[src/rtl/control_unit_if.sv]
// Bus between instruction memory / datapath and the control unit.
// The instruction field and live ALU flags flow into the control unit;
// the decoded datapath controls flow back out. Everything on this bus is
// combinational within a cycle, so there is no valid/ready pairing.
`timescale 1ns/1ps

interface control_unit_if;
    logic [19:0] Instr;
    logic [3:0]  ALUFlags;
    logic [1:0]  RegSrc;
    logic        RegWrite;
    logic [1:0]  ImmSrc;
    logic        ALUSrc;
    logic [1:0]  ALUControl;
    logic        MemWrite;
    logic        MemtoReg;
    logic        PCSrc;

    // Datapath side: supplies the instruction and ALU flags, consumes controls.
    modport master (
        output Instr, ALUFlags,
        input  RegSrc, RegWrite, ImmSrc, ALUSrc, ALUControl,
               MemWrite, MemtoReg, PCSrc
    );

    // Control unit side.
    modport slave (
        input  Instr, ALUFlags,
        output RegSrc, RegWrite, ImmSrc, ALUSrc, ALUControl,
               MemWrite, MemtoReg, PCSrc
    );
endinterface

[src/rtl/control_unit.sv]
// Control unit for the single-cycle ARM-subset core.
// Decodes Instr[31:12] into datapath controls, keeps the NZCV flags and
// gates every state-changing control with the instruction's condition code.
// All outputs are combinational; only the flags are registered.
`timescale 1ns/1ps

module control_unit (
    input  logic          clk,
    input  logic          reset,
    control_unit_if.slave cu
);

    // Instruction fields (bit positions are relative to Instr[31:12]).
    logic [3:0] cond;
    logic [1:0] op;
    logic [5:0] funct;
    logic [3:0] rd;
    logic [3:0] unused_rn;

    assign cond      = cu.Instr[19:16];
    assign op        = cu.Instr[15:14];
    assign funct     = cu.Instr[13:8];
    assign unused_rn = cu.Instr[7:4];
    assign rd        = cu.Instr[3:0];

    // Main decoder outputs (ungated).
    logic [1:0] reg_src;
    logic [1:0] imm_src;
    logic       alu_src;
    logic       mem_to_reg;
    logic       reg_w;
    logic       mem_w;
    logic       branch;
    logic       alu_op;

    // ALU decoder outputs.
    logic [1:0] alu_control;
    logic [1:0] flag_w;

    // PC logic and condition logic.
    logic       pcs;
    logic       cond_ex;
    logic [1:0] flag_write;

    // Stored flags: N,Z form one write group, C,V the other.
    logic [1:0] nz_q;
    logic [1:0] cv_q;
    logic       n_f, z_f, c_f, v_f;

    assign n_f = nz_q[1];
    assign z_f = nz_q[0];
    assign c_f = cv_q[1];
    assign v_f = cv_q[0];

    // Main decoder: instruction class from Op and Funct.
    always_comb begin
        reg_src    = 2'b00;
        imm_src    = 2'b00;
        alu_src    = 1'b0;
        mem_to_reg = 1'b0;
        reg_w      = 1'b0;
        mem_w      = 1'b0;
        branch     = 1'b0;
        alu_op     = 1'b0;
        case (op)
            2'b00: begin
                // Data processing; Funct[5] is the immediate (I) bit.
                alu_src = funct[5];
                reg_w   = 1'b1;
                alu_op  = 1'b1;
            end
            2'b01: begin
                imm_src = 2'b01;
                alu_src = 1'b1;
                if (funct[0]) begin
                    // LDR
                    mem_to_reg = 1'b1;
                    reg_w      = 1'b1;
                end else begin
                    // STR: the store data register comes from the Rd field.
                    reg_src = 2'b10;
                    mem_w   = 1'b1;
                end
            end
            2'b10: begin
                // B: base is the PC, offset is the 24-bit branch immediate.
                reg_src = 2'b01;
                imm_src = 2'b10;
                alu_src = 1'b1;
                branch  = 1'b1;
            end
            default: begin
                // Op=11 is undefined: leave every control deasserted.
            end
        endcase
    end

    // ALU decoder: operation and flag-write enables for data processing.
    always_comb begin
        alu_control = 2'b00;
        flag_w      = 2'b00;
        if (alu_op) begin
            case (funct[4:1])
                4'b0100: begin // ADD
                    alu_control = 2'b00;
                    flag_w      = {funct[0], funct[0]};
                end
                4'b0010: begin // SUB
                    alu_control = 2'b01;
                    flag_w      = {funct[0], funct[0]};
                end
                4'b0000: begin // AND: logic ops leave C and V untouched
                    alu_control = 2'b10;
                    flag_w      = {funct[0], 1'b0};
                end
                4'b1100: begin // ORR
                    alu_control = 2'b11;
                    flag_w      = {funct[0], 1'b0};
                end
                default: begin
                    // Unsupported command: behave as ADD without flag update.
                    alu_control = 2'b00;
                    flag_w      = 2'b00;
                end
            endcase
        end
    end

    // PC logic: branches and any register write to R15 redirect the PC.
    always_comb begin
        pcs = branch | ((rd == 4'b1111) & reg_w);
    end

    // Condition check against the stored flags.
    always_comb begin
        cond_ex = 1'b0;
        case (cond)
            4'b0000: cond_ex = z_f;                          // EQ
            4'b0001: cond_ex = ~z_f;                         // NE
            4'b0010: cond_ex = c_f;                          // CS
            4'b0011: cond_ex = ~c_f;                         // CC
            4'b0100: cond_ex = n_f;                          // MI
            4'b0101: cond_ex = ~n_f;                         // PL
            4'b0110: cond_ex = v_f;                          // VS
            4'b0111: cond_ex = ~v_f;                         // VC
            4'b1000: cond_ex = c_f & ~z_f;                   // HI
            4'b1001: cond_ex = ~(c_f & ~z_f);                // LS
            4'b1010: cond_ex = ~(n_f ^ v_f);                 // GE
            4'b1011: cond_ex = n_f ^ v_f;                    // LT
            4'b1100: cond_ex = ~z_f & ~(n_f ^ v_f);          // GT
            4'b1101: cond_ex = ~(~z_f & ~(n_f ^ v_f));       // LE
            4'b1110: cond_ex = 1'b1;                         // AL
            default: cond_ex = 1'b0;                         // 1111: never
        endcase
    end

    // A condition-failed instruction must not touch the flags.
    assign flag_write = flag_w & {2{cond_ex}};

    // N,Z flag group register.
    always_ff @(posedge clk or negedge reset) begin
        if (!reset) begin
            nz_q <= 2'b00;
        end else if (flag_write[1]) begin
            nz_q <= cu.ALUFlags[3:2];
        end
    end

    // C,V flag group register.
    always_ff @(posedge clk or negedge reset) begin
        if (!reset) begin
            cv_q <= 2'b00;
        end else if (flag_write[0]) begin
            cv_q <= cu.ALUFlags[1:0];
        end
    end

    // Drive the bus: state-changing controls are condition-gated, the rest pass through.
    assign cu.RegSrc     = reg_src;
    assign cu.ImmSrc     = imm_src;
    assign cu.ALUSrc     = alu_src;
    assign cu.ALUControl = alu_control;
    assign cu.MemtoReg   = mem_to_reg;
    assign cu.RegWrite   = reg_w & cond_ex;
    assign cu.MemWrite   = mem_w & cond_ex;
    assign cu.PCSrc      = pcs & cond_ex;

endmodule

[src/flat_wrapper.sv]
// flat-port wrapper written by rule: the top's interface ports become plain ports
module control_unit_flat 
  (clk, reset, cu_Instr, cu_ALUFlags, cu_RegSrc, cu_RegWrite, cu_ImmSrc, cu_ALUSrc, cu_ALUControl, cu_MemWrite, cu_MemtoReg, cu_PCSrc);
  control_unit_if cu_i ();
  input  logic clk;
  input  logic reset;
  input wire logic [$bits(cu_i.Instr)-1:0] cu_Instr;
  input wire logic [$bits(cu_i.ALUFlags)-1:0] cu_ALUFlags;
  output wire logic [$bits(cu_i.RegSrc)-1:0] cu_RegSrc;
  output wire logic [$bits(cu_i.RegWrite)-1:0] cu_RegWrite;
  output wire logic [$bits(cu_i.ImmSrc)-1:0] cu_ImmSrc;
  output wire logic [$bits(cu_i.ALUSrc)-1:0] cu_ALUSrc;
  output wire logic [$bits(cu_i.ALUControl)-1:0] cu_ALUControl;
  output wire logic [$bits(cu_i.MemWrite)-1:0] cu_MemWrite;
  output wire logic [$bits(cu_i.MemtoReg)-1:0] cu_MemtoReg;
  output wire logic [$bits(cu_i.PCSrc)-1:0] cu_PCSrc;
  assign cu_i.Instr = cu_Instr;
  assign cu_i.ALUFlags = cu_ALUFlags;
  assign cu_RegSrc = cu_i.RegSrc;
  assign cu_RegWrite = cu_i.RegWrite;
  assign cu_ImmSrc = cu_i.ImmSrc;
  assign cu_ALUSrc = cu_i.ALUSrc;
  assign cu_ALUControl = cu_i.ALUControl;
  assign cu_MemWrite = cu_i.MemWrite;
  assign cu_MemtoReg = cu_i.MemtoReg;
  assign cu_PCSrc = cu_i.PCSrc;
  control_unit u_core (.clk(clk), .reset(reset), .cu(cu_i));
endmodule
[config.mk]
export PLATFORM = sky130hd
export DESIGN_NAME = control_unit_flat
export DESIGN_NICKNAME = d
export VERILOG_FILES = /design/src/rtl/control_unit_if.sv /design/src/rtl/control_unit.sv /design/src/flat_wrapper.sv
export SDC_FILE = /design/constraint.sdc
export NUM_CORES = 1
export LEC_CHECK = 0
export ABC_AREA = 1
export BUFFER_PORTS_ARGS = -buffer_cell sky130_fd_sc_hd__buf_4
export CAP_MARGIN = 5
export CORE_MARGIN = 2
export CORE_UTILIZATION = 40
export CTS_CLUSTER_DIAMETER = 200
export CTS_CLUSTER_SIZE = 30
export DETAILED_ROUTE_END_ITERATION = 8
export PLACE_DENSITY_LB_ADDON = 0.08
export SLEW_MARGIN = 25
export SYNTH_ARGS = -nofsm -noshare
export SYNTH_HDL_FRONTEND = slang
export SYNTH_SLANG_ARGS = --single-unit
export TNS_END_PERCENT = 50
[constraint.sdc]
create_clock -name clk -period 2.3 [get_ports clk]
set_input_delay 0.345 -clock clk [delete_from_list [all_inputs] [get_ports clk]]
set_output_delay 0.345 -clock clk [all_outputs]
set_load 0.01 [all_outputs]
* After elaboration in Yosys (flattened, before gate mapping) *
Cells that the tools add are included.

operators by class
  add/sub/neg operators = 0
  multipliers = 0
  divide/modulo/power cells = 0
  $lt $le $gt $ge = 0
  eq/ne operators = 20
  shifts and indexed selects = 0
  muxes and demuxes = 16
  bitwise logic cells = 16
  reduce and logical (&&, ||, !) cells = 6

operator list
  operator                                              number
  equality test 4 bit (second input constant)           9
  equality test 4 x 3 -> 1 bit (second input constant)  5
  case mux 1 bit (15 select lines)                      1
  equality test 4 x 2 -> 1 bit (second input constant)  3
  case mux 2 bit (2 select lines)                       3
  logical NOT 4 bit                                     2
  NOT 1 bit                                             7
  bitwise AND 1 bit                                     6
  two-way mux 1 bit                                     6
  two-way mux 2 bit                                     3
  case mux 2 bit (3 select lines)                       1
  OR reduction 2 bit                                    3
  equality test 4 x 1 -> 1 bit (second input constant)  1
  case mux 1 bit (2 select lines)                       2
  bitwise AND 2 bit                                     1
  equality test 2 x 1 -> 1 bit (second input constant)  1
  equality test 2 bit (second input constant)           1
  logical NOT 2 bit                                     1
  OR 1 bit                                              1
  bitwise XOR 1 bit                                     1

word-level totals
  register bits = 4
  bits in latches = 0
  bits in writable memories = 0
  bits in read-only memories = 0
  bits of input ports = 26
  output and inout port bits = 11
  word-level logic and storage cells = 60
  memories = 0

* Longest topological paths before layout *
Gate-level depths: netlist (run 1).

  word-level depth = 6
  gate-level depth with buffers = 12
  mapped depth without buffers = 11

* Worst setup path before layout (run 1) *
No wires, ideal clock.

  path kind = input to output
  start point = input port cu_Instr[17]
  end point = output port cu_MemWrite
  arrival time = 1235 ps
  data required time = 1955 ps
  slack = 720 ps
  stages on the path = 8
  buffers on the path = 1
  cell sequence = buf_6 nor2_1 nand3_1 nand3_1 nor2_4 nand2_1 nor2_1 nor3_1

on the way
  cells in the longest elaborated chain, start to end = 3
  elaborated cells between the ends (all ways) = 17
  those cells by class = 14 x eq/ne; 1 x mux; 1 x bitwise; 1 x reduce/logical

ends and longest elaborated chain
  what                                         line                 RTL
  from (decl)                                  flat_wrapper.sv:7    input wire logic [$bits(cu_i.Instr)-1:0] cu_Instr;
  equality test 4 bit (tied with other cells)  control_unit.sv:137  case (cond)
  case mux 1 bit (15 select lines) *           control_unit.sv:137
  bitwise AND 1 bit *                          control_unit.sv:185  assign cu.MemWrite = mem_w & cond_ex;
  to (decl)                                    flat_wrapper.sv:14   output wire logic [$bits(cu_i.MemWrite)-1:0] cu_MemWrite;

Mark *: on every way between the ends. The rest lies on a longest branch, timed or not.

* Worst setup path after layout (run 1) *
  start point = register u_core.cv_q[0]
  end point = output port cu_MemWrite

on the way
  cells in the longest elaborated chain, start to end = 6
  elaborated cells between the ends (all ways) = 7
  those cells by class = 1 x mux; 6 x bitwise

ends and longest elaborated chain
  what                                line                                                           RTL
  from (decl)                         control_unit.sv:47                                             logic [1:0] cv_q;
  from (signal assigned)              control_unit.sv:174                                            cv_q <= cu.ALUFlags[1:0];
  bitwise XOR 1 bit                   --
  NOT 1 bit                           control_unit.sv:148, control_unit.sv:150, control_unit.sv:151
  bitwise AND 1 bit                   control_unit.sv:150, control_unit.sv:151
  NOT 1 bit                           control_unit.sv:151                                            4'b1101: cond_ex = ~(~z_f & ~(n_f ^ v_f));
  case mux 1 bit (15 select lines) *  control_unit.sv:137
  bitwise AND 1 bit *                 control_unit.sv:185

Marked as above.

==> results of run 1 <==
==> worst register-to-register path, delay by kind of cell (launching register included) <==
family	cells	cell delay [ns]
AND/OR/NAND/NOR	6	0.52
flip-flops	1	0.40
buffers and inverters	2	0.17
AO/OA/AOI/OAI	1	0.13
==> worst max path at each step <==
stage,start,slack [ns],endpoint
6_report,u_core.cv_q[0],0.29,cu_MemWrite
5_1_grt,u_core.cv_q[0],0.09,cu_MemWrite
4_1_cts,u_core.cv_q[0],0.25,cu_MemWrite
3_5_place_dp,u_core.cv_q[0],0.51,cu_MemWrite
3_3_place_gp,cu_Instr[17],0.53,cu_MemWrite
2_1_floorplan,cu_Instr[17],0.72,cu_MemWrite
==> routing by layer <==
layer | wire length [µm] | part of all wire (%) | up-vias | global-route usage [%]
met5 | 0 | 0 | - | 0
met4 | 10 | 0.61 | 0 | 5.29
met3 | 101 | 6.2 | 2 | 2.40
met2 | 810 | 50 | 27 | 29.7
met1 | 707 | 43 | 351 | 23.1
li1 | - | - | 449 | -
==> cell usage after synthesis <==
cell	count
o21ai_0	2
nand2_1	38
nor3_1	4
inv_2	1
nand4_1	1
nand3_4	1
nor2_2	1
buf_4	1
nor2_4	2
dfrtp_1	4
nand3_1	18
inv_1	19
ha_1	6
a21oi_1	2
buf_6	1
o21ai_1	1
nor2_1	17
nand2_2	2
o22ai_1	1
==> cell type report <==
| type | instances | area (µm²) |
|---|---|---|
| Fill cell | 164 | 603 |
| Multi-Input combinational cell | 96 | 488 |
| Timing Repair Buffer | 33 | 250 |
| Sequential cell | 4 | 100 |
| Inverter | 20 | 75.1 |
| Clock buffer | 3 | 22.5 |
| Tap cell | 16 | 20.0 |
==> flip-flops by register name, indices dropped and copies added, names as in the netlist <==
| register | flops |
|---|---|
| u_core.cv_q | 2 |
| u_core.nz_q | 2 |
==> timing repair <==
action / CTS / global route
buffers inserted: 0 / 0
endpoints found under the hold margin: 4 / 0
hold buffers: 1 / 0
==> cells by family after synthesis <==
kind of cell | count (synthesis)
simple gates | 84
buf+inv | 22
compound gates | 6
fa+ha+maj | 6
flops | 4
==> report_power, final <==
part,switching [mW],internal [mW],leakage (nW)
logic,0.0954,0.0746,0.494
registers,0.0175,0.0843,0.0532
clock network,0.0278,0.0583,0.0138
total,0.141,0.217,0.561
==> impl_metrics.tcl, run 1 <==
set metrics [dict create \
    wl_mm 1.63 \
    ys_top_cells_by_area "nand2_1, dfrtp_1, nand3_1, ha_1, inv_1" \
    wl_per_cell_um 9.48 \
    crit_type "flip-flop to output port" \
    synth-simple-area-share_pct 56.0 \
    port_buffers 32 \
    synth_compound_area_share_pct 4.59 \
    dr.pass1.iters 4 \
    syn_inst 122 \
    n_antenna_cell 0 \
    htree_levels 1 \
    path_depth 10 \
    io_pins 37 \
    place_congestion 0.842 \
    min_period_over_period_pct 87.6 \
    place_area_um2 923 \
    crit_family "simple AND/OR/NAND/NOR gates" \
    cp_max_fo 5 \
    layout_common_cells "nand2_1, buf_4, inv_1, nand3_1, nor2_1" \
    first_iter_violations 17 \
    max_stage_delay_ns 0.40 \
    syn_nets 154 \
    drv_slew 0 \
    ant_nets 0 \
    grt_pass1_vias 704 \
    final_cells 172 \
    max_freq_mhz 496 \
    grt_pass1_wl_mm 2.70 \
    cts_buffer_depth 2 \
    cp_common_cell "nand2_1" \
    clkSinkCount 4 \
    fin_ws_ns 0.286 \
    period_needed_ns 2.01 \
    dp_hpwl_mm 1.37 \
    setup_viol 0 \
    crit_required_ns 1.96 \
    synth_top_area_cell "nand2_1" \
    hold-path-endpoint "u_core.cv_q[0]" \
    initial_utilization_pct 43.7 \
    synth_xor_area_share_pct 0 \
    nNetsFinal 190 \
    r2r-start "u_core.cv_q[0]" \
    relSlewSlack_pct 80.4 \
    cts_resized 0 \
    ff2ff_path_depth 9 \
    grt_max_degree 9 \
    viasPerCell 4.82 \
    grt.total_usage_pct 17.6 \
    critPathCaptureType "output port" \
    synthAdderAreaFrac_pct 11.0 \
    whs_path_depth 3 \
    ys_types 19 \
    cts_tree "built" \
    post_synth.cell_area_avg_um2 5.59 \
    hold_viol_final 0 \
    path_buf_inv 3 \
    die_area_um2 2050 \
    finalPower_mw 0.358 \
    r2r_slack_ns 0.96 \
    cap_violations 0 \
    die_h_um 45.3 \
    die_x_um 45.3 \
    dpl_worst_slack_ns 0.515 \
    synth.area.mux_share_pct 0 \
    vias 829 \
    worstPathCellList "inv_1 > nand2_1 > nand2_1 > o21ai_1 > inv_1 > nor2_4 > nand2_1 > nor2_1 > nor3_1 > buf_4" \
    holdCritStartpoint "cu_ALUFlags[0]" \
    grt_overflow 0 \
    hold_class "input port to flip-flop" \
    areaGrowthSynthToFinish_pct 40.2 \
    dp_cells 168 \
    worst_pin_slew_ns 0.294 \
    peakVddDrop_mv 0.442 \
    leakage_nw 0.561 \
    fin_tns_setup_ns 0 \
    synth_area_um2 682 \
    antenna_found_initial 0 \
    skew_ns 0.00507 \
    critPathSlowestCell "dfrtp_1" \
    status "finished clean" \
    rsz0062_at_grt "false" \
    crit_path_start_kind "flip-flop" \
    core_um2 1560 \
    hold_ws_ns 0.342 \
    post-route-util_pct 61.3 \
    worstSkewPairLatency_ns 0.24 \
    stdcell_area_um2 956 \
    path_clk_slew_ns 0.04 \
    synth_seq_cells 4 \
    cts_buffers 3 \
    synth_top_family_by_area "simple AND/OR/NAND/NOR gates" \
    synth_seq_area_share_pct 14.7 \
    power_density_nw_per_um2 374 \
    synth_top_area_share_pct 20.9 \
    r2r-end "u_core.cv_q[1]" \
    crit_arrival_ns 1.67 \
    drc 0 \
    mostFrequentLayoutCell "nand2_1" \
    row_count 14 \
    drive_above_1_share_pct 26.9 \
    cts-root-buf "clkbuf_4" \
    yosys_warnings 0 \
]
No activity file was read; power rests on OpenSTA's default activity.
==> inputs of run 2 (changes only) <==
Settings changed: RECOVER_POWER set to 100.
==> impl_metrics.tcl, run 2 (synthesized netlist as in run 1, its figures left out) <==
set metrics [dict create \
    dp_cells 168 \
    nNetsFinal 190 \
    max_freq_mhz 497 \
    crit_arrival_ns 1.67 \
    wl_per_cell_um 9.47 \
    hold_viol_final 0 \
    sw_frac_of_total_pct 39.8 \
    skew_ns 0.00507 \
    drive_above_1_share_pct 19.9 \
    place_area_um2 923 \
    place_congestion 0.842 \
    grt_max_degree 9 \
    peakVddDrop_mv 0.441 \
    finalPower_mw 0.346 \
    r2r-end "u_core.cv_q[1]" \
    cts_buffers 3 \
    r2r-start "u_core.cv_q[0]" \
    internal_power_mw 0.208 \
    areaGrowthSynthToFinish_pct 32.8 \
    rsz0062_at_grt "false" \
    grt_pass1_vias 704 \
    status "finished clean" \
    final_cells 172 \
    clkPwrFrac_pct 24.9 \
    core_um2 1560 \
    cts_tree "built" \
    crit_path_start_kind "flip-flop" \
    dr.pass1.iters 4 \
    port_buffers 32 \
    cts_buffer_depth 2 \
    die_h_um 45.3 \
    critPathCaptureType "output port" \
    cts_resized 0 \
    power_frac_comb_pct 45.8 \
    relSlewSlack_pct 80.4 \
    mostFrequentLayoutCell "nand2_1" \
    drc 0 \
    worst_pin_slew_ns 0.294 \
    leakage_nw 0.516 \
    dp_hpwl_mm 1.37 \
    fin_tns_setup_ns 0 \
    power_density_nw_per_um2 382 \
    reg.largest.list "u_core.cv_q: 2 flops, u_core.nz_q: 2 flops" \
    initial_utilization_pct 43.7 \
    drv_slew 0 \
    whs_path_depth 3 \
    htree_levels 1 \
    grt_pass1_wl_mm 2.70 \
    ant_nets 0 \
    io_pins 37 \
    p_switching_mw 0.138 \
    viasPerCell 4.80 \
    hold_class "input port to flip-flop" \
    cp_max_fo 5 \
    stdcell_area_um2 906 \
    vias 825 \
    antenna_found_initial 0 \
    p_seq_share_pct 29.3 \
    setup_viol 0 \
    layout_common_cells "nand2_1, buf_4, inv_1, nand3_1, nor2_1" \
    row_count 14 \
    first_iter_violations 18 \
    holdCritStartpoint "cu_ALUFlags[0]" \
    hold-path-endpoint "u_core.cv_q[0]" \
    crit_type "flip-flop to output port" \
    ff2ff_path_depth 9 \
    n_antenna_cell 0 \
    period_needed_ns 2.01 \
    cap_violations 0 \
    r2r_slack_ns 0.79 \
    worstSkewPairLatency_ns 0.24 \
    die_x_um 45.3 \
    crit_required_ns 1.96 \
    min_period_over_period_pct 87.5 \
    cts-root-buf "clkbuf_4" \
    clkSinkCount 4 \
    grt_overflow 0 \
    wl_mm 1.63 \
    grt.total_usage_pct 17.6 \
    die_area_um2 2050 \
    path_clk_slew_ns 0.04 \
]
## run 2: cell count changes in the layout (fill, tap and decap cells not counted), sizes merged
cell and change:
clkbuf +10, buf -10
## run 2: area by class of cell
cell class / count / area [µm²]
Inverter: 20 / 75.1
Multi-Input combinational cell: 96 / 475
Tap cell: 16 / 20.0
Timing Repair Buffer: 33 / 213
Clock buffer: 3 / 22.5
Sequential cell: 4 / 100
Fill cell: 166 / 653
## run 2: what timing repair did
action / CTS / global route
setup buffers: 0 / 0
endpoints found under the hold margin: 4 / 0
hold buffers: 1 / 0
## run 2: worst max-delay path by stage
stage	startpoint	depth (start not counted)	slack (ns)	to
3_3_place_gp	cu_Instr[17]	12	0.53	cu_MemWrite
6_report	u_core.cv_q[0]	10	0.29	cu_MemWrite
5_1_grt	u_core.cv_q[0]	10	0.07	cu_MemWrite
2_1_floorplan	cu_Instr[17]	8	0.72	cu_MemWrite
4_1_cts	u_core.cv_q[0]	10	0.25	cu_MemWrite
3_5_place_dp	u_core.cv_q[0]	10	0.51	cu_MemWrite
## run 2: per-layer routing
metal / share of wire (%) / track usage (%)
met1: 44 / 23.1
met2: 49 / 29.7
met3: 6.1 / 2.40
met4: 0.61 / 5.29
met5: 0 / 0
## run 2: per-stage QoR
stage / worst slack (ns) / utilization [%] / hold WS (ns)
floorplan: 0.720 / - / 0.0494
global placement: 0.532 / 59.2 / 0.141
detailed placement: 0.515 / 59.2 / 0.142
CTS: 0.254 / 61.3 / 0.339
global route: 0.0741 / 58.1 / 0.341
finish: 0.289 / 58.1 / 0.342
## run 2: power by group through the flow
stage	logic, mW	clock network, mW	registers, mW
6_report	0.158	0.0861	0.101
3_3_place_gp	0.166	0	0.102
3_5_place_dp	0.170	0	0.102
5_1_grt	0.183	0.0957	0.104
2_1_floorplan	0.105	0	0.0975
4_1_cts	0.172	0.0902	0.102
## run 2: worst max-delay path, cell delays in order (launching register included)
cell	delay, ns
dfrtp_1	0.40
inv_1	0.09
nand2_1	0.06
nand2_1	0.07
o21ai_0	0.16
inv_1	0.09
nor2_4	0.11
nand2_1	0.05
nor2_1	0.18
nor3_1	0.07
clkbuf_1	0.13
==> inputs of run 3 (changes only) <==
Settings changed: CORE_UTILIZATION 40 to 44.
Clock period 2.3 ns to 2.1 ns, I/O delays scaled along.
==> impl_metrics.tcl, run 3 (synthesized netlist as in run 1, its figures left out) <==
set metrics [dict create \
    status "finished clean" \
    finalPower_mw 0.375 \
    wl_met2_um 750 \
    place_congestion 0.800 \
    first_iter_violations 13 \
    cts_tree "built" \
    regArea_um2 100 \
    startpoint "u_core.cv_q[0]" \
    post-route-util_pct 61.5 \
    min_period_over_period_pct 89.2 \
    hold_viol_final 0 \
    reg.largest.list "u_core.cv_q: 2 flops, u_core.nz_q: 2 flops" \
    layout_common_cells "nand2_1, buf_4, inv_1, nand3_1, nor2_1" \
    grt_overflow 0 \
    sw_frac_of_total_pct 39.3 \
    drc 0 \
    core_um2 1470 \
    setup_viol 0 \
    mostFrequentLayoutCell "nand2_1" \
    hold_class "input port to flip-flop" \
    die_area_um2 1880 \
    period_needed_ns 1.87 \
    wl_per_cell_um 8.84 \
    crit_path_start_kind "flip-flop" \
    p_switching_mw 0.148 \
    critPathCaptureType "output port" \
    worstSkewPairLatency_ns 0.23 \
    cts_buffers 3 \
    leakage_nw 0.512 \
    htree_levels 1 \
    dp_hpwl_mm 1.26 \
    grt_max_degree 9 \
    nFillCells 163 \
    hold-path-endpoint "u_core.nz_q[0]" \
    holdCritStartpoint "cu_ALUFlags[2]" \
    power_frac_comb_pct 46.0 \
    path_clk_slew_ns 0.04 \
    hold_ws_ns 0.331 \
    cp_max_fo 5 \
    ant_nets 0 \
    wl_met3_um 103 \
    r2r-end "u_core.cv_q[0]" \
    nNetsFinal 190 \
    wl_met1_um 668 \
    grt.total_usage_pct 18.7 \
    initial_utilization_pct 46.3 \
    vias 825 \
    drive_above_1_share_pct 19.9 \
    io_pins 37 \
    drv_slew 0 \
    areaGrowthSynthToFinish_pct 32.7 \
    top_layer "met3" \
    n_antenna_cell 0 \
    skew_ns 0.00139 \
    clkSinkCount 4 \
    ff2ff_path_depth 9 \
    internal_power_mw 0.227 \
    power_density_nw_per_um2 415 \
    relSlewSlack_pct 82.1 \
    die_h_um 43.4 \
    grt_pass1_vias 714 \
    port_buffers 32 \
    r2r-start "u_core.nz_q[1]" \
    die_x_um 43.4 \
    p_seq_share_pct 29.5 \
    crit_required_ns 1.78 \
    crit_arrival_ns 1.56 \
    multi_input_area_um2 478 \
    place_area_um2 923 \
    rsz0062_at_grt "false" \
    grt_pass1_wl_mm 2.74 \
    clkPwrFrac_pct 24.5 \
    dr.pass1.iters 4 \
    cts-root-buf "clkbuf_4" \
    viasPerCell 4.80 \
    r2r_slack_ns 0.68 \
    crit_type "flip-flop to output port" \
    max_freq_mhz 534 \
    whs_path_depth 3 \
    peakVddDrop_mv 0.510 \
    row_count 14 \
    worst_pin_slew_ns 0.269 \
    antenna_found_initial 0 \
    cap_violations 0 \
    wl_mm 1.52 \
    fin_tns_setup_ns 0 \
    stdcell_area_um2 905 \
    cts_buffer_depth 2 \
]
-- run 3: worst max path at each step --
stage / to / slack (ns) / depth (start not counted)
floorplan: cu_MemWrite / 0.58 / 8
global placement: cu_MemWrite / 0.39 / 10
detailed placement: cu_MemWrite / 0.39 / 10
CTS: cu_MemWrite / 0.14 / 10
global route: cu_MemWrite / 0.04 / 10
finish: cu_MemWrite / 0.23 / 10
-- run 3: worst max-delay path: stages, from the launching register on --
cell and delay [ns]:
dfrtp_1 0.40, inv_1 0.11, nand2_1 0.06, nand2_1 0.08
nand3_1 0.07, nand2_1 0.12, nor2_4 0.05, nand2_1 0.07
nor2_2 0.05, nor3_1 0.14, clkbuf_1 0.18
-- run 3: what timing repair did --
action	in CTS	in global routing
hold buffers	1	0
gates resized for setup	0	1
setup endpoints to repair	0	3
setup buffers	0	0
hold endpoints to repair	4	0
-- run 3: cell type report --
class / count / share of cell area, %
inverters: 20 / 8.30
flip-flops and latches: 4 / 11.1
multi-input cells: 96 / 52.8
repair buffers: 33 / 23.1
clock buffers: 3 / 2.49
well taps: 16 / 2.21
-- run 3: routing by layer --
metal / global-route usage [%] / up-vias
met5: 0 / -
met4: 5.45 / 0
met3: 3.75 / 0
met2: 29.9 / 26
met1: 25.6 / 348
li1: - / 451
-- run 3: power groups by stage --
stage / sequential (mW) / combinational, mW / clock, mW
floorplan: 0.107 / 0.115 / 0
global placement: 0.111 / 0.181 / 0
detailed placement: 0.112 / 0.184 / 0
CTS: 0.111 / 0.186 / 0.0970
global route: 0.113 / 0.200 / 0.101
finish: 0.110 / 0.173 / 0.0919
-- run 3: per-stage QoR --
step	worst slack, ns	instances
5_1_grt	0.0369	172
3_5_place_dp	0.394	168
6_report	0.227	172
4_1_cts	0.145	172
2_1_floorplan	0.580	122
3_3_place_gp	0.393	168
